## src/rtl/fetch_unit.sv

```systemverilog
// fetch_unit: instruction-fetch stage between the PC register and IF/ID.
// Reads one 16-bit word per cycle from the word at pc. A word with bit 15
// set is an opcode whose immediate follows in the next word, so the two
// words are joined into one 32-bit instruction. Handles stall and
// taken-branch redirect, and drives the PC register's next value and write
// enable combinationally.
//
// state | meaning
// ------+---------------------------------------------------------------
// S_OP  | expecting an opcode word (16-bit instr or first half of 32-bit)
// S_IMM | opcode held in op_word_q/op_pc_q, expecting its immediate word
module fetch_unit #(
  parameter int ADDR_W = 32,
  parameter int WORD_W = 16
) (
  input  logic                  clk_i,
  input  logic                  rst_i,
  input  logic [ADDR_W-1:0]     pc_i,
  input  logic [WORD_W-1:0]     imem_data_i,
  input  logic                  stall_i,
  input  logic                  redirect_i,
  input  logic [ADDR_W-1:0]     redirect_target_i,
  output logic [ADDR_W-1:0]     pc_next_o,
  output logic                  pc_we_o,
  output logic [2*WORD_W-1:0]   ifid_instr_o,
  output logic [ADDR_W-1:0]     ifid_pc_o,
  output logic                  ifid_valid_o
);

  typedef enum logic {
    S_OP  = 1'b0,
    S_IMM = 1'b1
  } state_e;

  state_e                state_q, state_d;
  logic [WORD_W-1:0]     op_word_q, op_word_d;
  logic [ADDR_W-1:0]     op_pc_q, op_pc_d;
  logic [2*WORD_W-1:0]   ifid_instr_q, ifid_instr_d;
  logic [ADDR_W-1:0]     ifid_pc_q, ifid_pc_d;
  logic                  ifid_valid_q, ifid_valid_d;

  logic [ADDR_W-1:0]     pc_inc;
  logic                  is_long;

  // pc+1 wraps silently at the top of the address space.
  assign pc_inc  = pc_i + ADDR_W'(1);
  assign is_long = imem_data_i[WORD_W-1];

  // Next-state, hold-register and PC-control decode; priority is
  // reset > redirect > stall > normal fetch.
  always_comb begin
    state_d      = state_q;
    op_word_d    = op_word_q;
    op_pc_d      = op_pc_q;
    ifid_instr_d = ifid_instr_q;
    ifid_pc_d    = ifid_pc_q;
    ifid_valid_d = ifid_valid_q;
    pc_we_o      = 1'b0;
    pc_next_o    = pc_inc;

    if (!rst_i) begin
      // The PC register applies its own reset value; keep it unwritten.
      pc_we_o = 1'b0;
    end else if (redirect_i) begin
      // A pending opcode belongs to the squashed path, so it is dropped.
      pc_we_o      = 1'b1;
      pc_next_o    = redirect_target_i;
      ifid_valid_d = 1'b0;
      state_d      = S_OP;
    end else if (stall_i) begin
      pc_we_o = 1'b0;
    end else begin
      pc_we_o = 1'b1;
      unique case (state_q)
        S_OP: begin
          if (is_long) begin
            op_word_d    = imem_data_i;
            op_pc_d      = pc_i;
            ifid_valid_d = 1'b0;
            state_d      = S_IMM;
          end else begin
            ifid_instr_d = {imem_data_i, {WORD_W{1'b0}}};
            ifid_pc_d    = pc_i;
            ifid_valid_d = 1'b1;
          end
        end
        S_IMM: begin
          ifid_instr_d = {op_word_q, imem_data_i};
          ifid_pc_d    = op_pc_q;
          ifid_valid_d = 1'b1;
          state_d      = S_OP;
        end
        default: state_d = S_OP;
      endcase
    end
  end

  // State, hold registers and IF/ID boundary, with synchronous active-low reset.
  always_ff @(posedge clk_i) begin
    if (!rst_i) begin
      state_q      <= S_OP;
      op_word_q    <= '0;
      op_pc_q      <= '0;
      ifid_instr_q <= '0;
      ifid_pc_q    <= '0;
      ifid_valid_q <= 1'b0;
    end else begin
      state_q      <= state_d;
      op_word_q    <= op_word_d;
      op_pc_q      <= op_pc_d;
      ifid_instr_q <= ifid_instr_d;
      ifid_pc_q    <= ifid_pc_d;
      ifid_valid_q <= ifid_valid_d;
    end
  end

  assign ifid_instr_o = ifid_instr_q;
  assign ifid_pc_o    = ifid_pc_q;
  assign ifid_valid_o = ifid_valid_q;

endmodule

```

## config.mk

```make
export PLATFORM = sky130hd
export DESIGN_NAME = fetch_unit
export DESIGN_NICKNAME = d
export VERILOG_FILES = /design/src/rtl/fetch_unit.sv
export SDC_FILE = /design/constraint.sdc
export NUM_CORES = 1
export LEC_CHECK = 0
export CORE_AREA = 3 3 151 153
export CTS_CLUSTER_DIAMETER = 100
export DETAILED_ROUTE_END_ITERATION = 10
export DIE_AREA = 0 0 154 156
export GPL_TIMING_DRIVEN = 1
export PLACE_DENSITY = 0.56
export SLEW_MARGIN = 20
export SYNTH_ARGS = -nofsm -noshare
export SYNTH_HDL_FRONTEND = slang
export SYNTH_SLANG_ARGS = --single-unit
```

## constraint.sdc

```tcl
create_clock -name clk_i -period 4.4 [get_ports clk_i]
set_input_delay 1.32 -clock clk_i [delete_from_list [all_inputs] [get_ports clk_i]]
set_output_delay 1.32 -clock clk_i [all_outputs]
set_load 0.02 [all_outputs]
```

[Yosys cells after proc, flatten, opt, wreduce, memory -nomap -nowiden]
Index checks and enable logic that the tools add are counted.
Storage, ports and cells
  bits in registers: 114
  input port bits: 84
  word-level logic and storage cells: 28
Cells by class
  $add $sub $neg: 1
  equality and inequality tests: 1
  multiplexer cells: 13
  bitwise gates (word level): 4
  reduce and logical (&&, ||, !) cells: 3
Operators by type and width (count)
  two-way mux 32 bit: 4
  one-hot mux 32 bit (2 select lines): 2
  adder 32 x 1 -> 32 bit (second input constant): 1
  two-way mux 1 bit: 5
  inverter 1 bit: 4
  one-hot mux 1 bit (2 select lines): 2
  AND reduction 4 bit: 1
  AND reduction 3 bit: 1
  != test 2 bit (second input constant): 1
  OR reduction 2 bit: 1

[Logic depth before layout (Yosys ltp)]
  depth in word-level cells: 3
  depth in mapped cells: 8
  depth with buffers taken out: 5

[Worst setup path after synthesis]
OpenSTA, ideal clock, no wires.
  path type: input-to-output
  start point: in pc_i[0]
  end point: out pc_next_o[24]
  arrival time: 3.189 ns
  required time: 3.080 ns
  path slack: -0.109 ns
  cell stages on the path: 7
  path buffers: 2
  path through: ha_1 -> clkbuf_1 -> nand3_1 -> or4_1 -> buf_2 -> or4_1 -> a31oi_1
Between the ends
  word-level cells in the longest chain between the ends: 3
RTL lines
  from (decl): RTL line 18  | input logic [ADDR_W-1:0] pc_i,
  adder 32 x 1 -> 32 bit (*): RTL line 46  | assign pc_inc = pc_i + ADDR_W'(1);
  two-way mux 32 bit: RTL line 64  | end else if (redirect_i) begin
  two-way mux 32 bit (*): RTL line 61  | if (!rst_i) begin
  to (decl): RTL line 23  | output logic [ADDR_W-1:0] pc_next_o,
Every way passes the cells marked *; elsewhere a longest branch is shown, timed or not.

[Worst setup path after layout]
  start point: in pc_i[1]
  end point: out pc_next_o[30]
The elaborated chain is that of the path after synthesis.

==> results_dict.tcl <==
set metrics [dict create \
    crit_required_ns 3.08 \
    synth_seq_cells 114 \
    io_pins 182 \
    violations "setup timing" \
    synth_nets 752 \
    antenna_found_initial 0 \
    setup_viol 5 \
    ant_nets 0 \
    nFillCells 2193 \
    path_clk_slew_ns 0.05 \
    finalMaxSlewViolations 0 \
    dpl_cell_area_sq_um 8160 \
    insertion_delay_ns 0.40 \
    cts_tree "built" \
    worst_slack_ns -0.0488 \
    irDropWorstVdd_uv 231 \
    synth_edf_count 0 \
    status "finished with violations" \
    min_period_over_period_pct 101 \
    ys.flop_type "dfxtp_1" \
    num_vias 5632 \
    grt_setup_unrepaired "yes" \
    clockBufferDepth 2 \
    avgViaCountPerCell 4.76 \
    drc 0 \
    initial_utilization_pct 25.8 \
    hold_viol 0 \
    root_buffer "clkbuf_16" \
    core_sq_um 21700 \
    gp_congestion 0.772 \
    path_class "input pin to output port" \
    fin_setup_tns_ns -0.176 \
    yosysWarnings 0 \
    p_per_area_nw_per_um2 335 \
    min_period_ns 4.45 \
    grt_pass1_wl_microns 29600 \
    finClkSkew_ns 0.00670 \
    routed_wl_microns 18800 \
    antenna_cells 0 \
    grt_max_degree 62 \
    nNetsFinal 977 \
    clock.fmax_mhz 225 \
    syn_area_per_cell_sq_um 8.38 \
    rows 54 \
    drt_iter0_markers 238 \
    cts_htree_levels 4 \
    final_cell_mix "nand2_1, clkdlybuf4s50_1, dfxtp_1" \
    min_path_type "register to register" \
    worstMarginPinSlew_ns 0.737 \
    final_layout_size_suffix_gt1_share_pct 20.1 \
    cp.arrival_ns 3.13 \
    grt_pass1_vias 5523 \
    final_common_cell "nand2_1" \
    wl_per_cell_microns 15.9 \
    syn_to_final_growth_pct 62.3 \
    die_y_microns 156 \
    synthDistinctLibCells 34 \
    critPathMaxFanout 5 \
    netlist_area_sq_um 5590 \
    drt_pass1_iterations 4 \
    hpwl_microns 12600 \
    synth-async-reset-ratio_pct 0 \
    min_path_cells 2 \
    whs_ns 0.461 \
    pre_cts_slack_ns -1.03 \
    port_buffers 181 \
    synthCells 667 \
    ys_seq_area_share_pct 40.8 \
    crit_path_end_kind "output port" \
    cts_made_buffers 17 \
    final_area_sq_um 9070 \
    die_width_microns 154 \
    grtUsageTotal_pct 15.3 \
    maxCapViolCount 0 \
    p_leak_nw 3.80 \
    instances_no_fill 1184 \
    cts_sinks 114 \
    dpl.cell_count 1141 \
    crit_path_start_kind "input pin" \
    globalRoute.totalOverflow 0 \
    slew_headroom_pct 50.9 \
    rr_worst_depth 5 \
    dieArea_sq_um 24000 \
]
[path summary, 6_finish.rpt]
check                                start                       end  slack [ns]
setup / recovery                   pc_i[1]             pc_next_o[30]       -0.05
hold / removal    op_pc_q[17]$_SDFFE_PN0P_  op_pc_q[17]$_SDFFE_PN0P_        0.46
setup reg to reg      state_q$_SDFFE_PP0N_  op_pc_q[12]$_SDFFE_PN0P_        2.57
hold reg to reg   op_pc_q[17]$_SDFFE_PN0P_  op_pc_q[17]$_SDFFE_PN0P_        0.46
[flip-flops by register name, summed over array words and instances, names as in the netlist]
register and count:
ifid_instr_o 32, op_pc_q 32, ifid_pc_o 32, ifid_valid_o 1, state_q 1, op_word_q 16
[what timing repair did]
action | in CTS | in global routing
gates resized for setup | 194 | 39
hold endpoints to repair | 0 | 0
gates cloned | 2 | 1
pin swaps | 27 | 10
setup endpoints to repair | 30 | 26
hold buffers | 0 | 0
buffers inserted | 7 | 2
[worst max-delay path, stage by stage]
cell     delay (ns)
buf_8          0.08
ha_4           0.13
nand3_2        0.05
or4_4          0.54
buf_8          0.17
or4b_4         0.55
a31oi_4        0.15
buf_6          0.14
[final cells by class]
class	instances	area [sq um]	share of cell area, %
Clock buffer	21	472	5.20
Clock inverter	10	150	1.65
Inverter	3	11.3	0.124
Multi-Input combinational cell	491	3300	36.4
Sequential cell	114	2290	25.2
Tap cell	280	350	3.86
Timing Repair Buffer	265	2500	27.6
[stage by stage]
stage          power [mW]  utilization, %
4_1_cts              3.09            41.2
5_1_grt              3.18            41.8
3_3_place_gp         1.62            37.6
6_report             3.04            41.8
2_1_floorplan        1.34               -
3_5_place_dp         1.62            37.6
[layer usage]
metal,vias to the layer above,routed length [microns],global-route usage [%]
met5,-,0,0
met4,0,224,3.36
met3,15,1190,5.33
met2,131,8840,25.5
met1,2662,8590,19.3
li1,2824,-,-
[power by group]
| group | internal, mW | switching (mW) | total (mW) |
|---|---|---|---|
| Sequential | 1.07 | 0.0221 | 1.10 |
| Combinational | 0.251 | 0.252 | 0.503 |
| Clock | 0.943 | 0.499 | 1.44 |
| Total | 2.27 | 0.773 | 3.04 |
[synthesized netlist by cell type (all sizes together), types with 2 or more instances]
master    n  area share (%)
or4      12             1.6
o21ai     7            0.63
nor2b    18             2.0
nor2     37             2.5
nor3      3            0.27
o211a    47             8.4
inv       3            0.20
o31ai    11             1.5
clkbuf   44             3.0
a21oi    14             1.3
o211ai    2            0.27
nand3    11            0.98
a22oi    16             2.1
xor2     10             1.6
or3       7            0.78
and4      4            0.63
dfxtp   114              41
a31oi    18             2.0
xnor2     2            0.31
and2      3            0.34
nand2   154              10
nand4    12             1.5
and3      4            0.45
buf      15             1.1
a21boi   48             6.4
mux2i    45             8.1
[kinds of logic (layout without fill, tap and decap cells)]
logic type	Yosys count	count (layout)	synth area share (%)
and+or+nand+nor	267	267	21.6
AOI/OAI and AO/OA	165	165	22.9
DFF	114	114	40.8
buffers and inverters	62	299	4.25
muxes	46	46	8.26
xor gates and xnor gates	12	12	1.88
adders and majority gates	1	1	0.224
(Power assumes the default switching activity.)
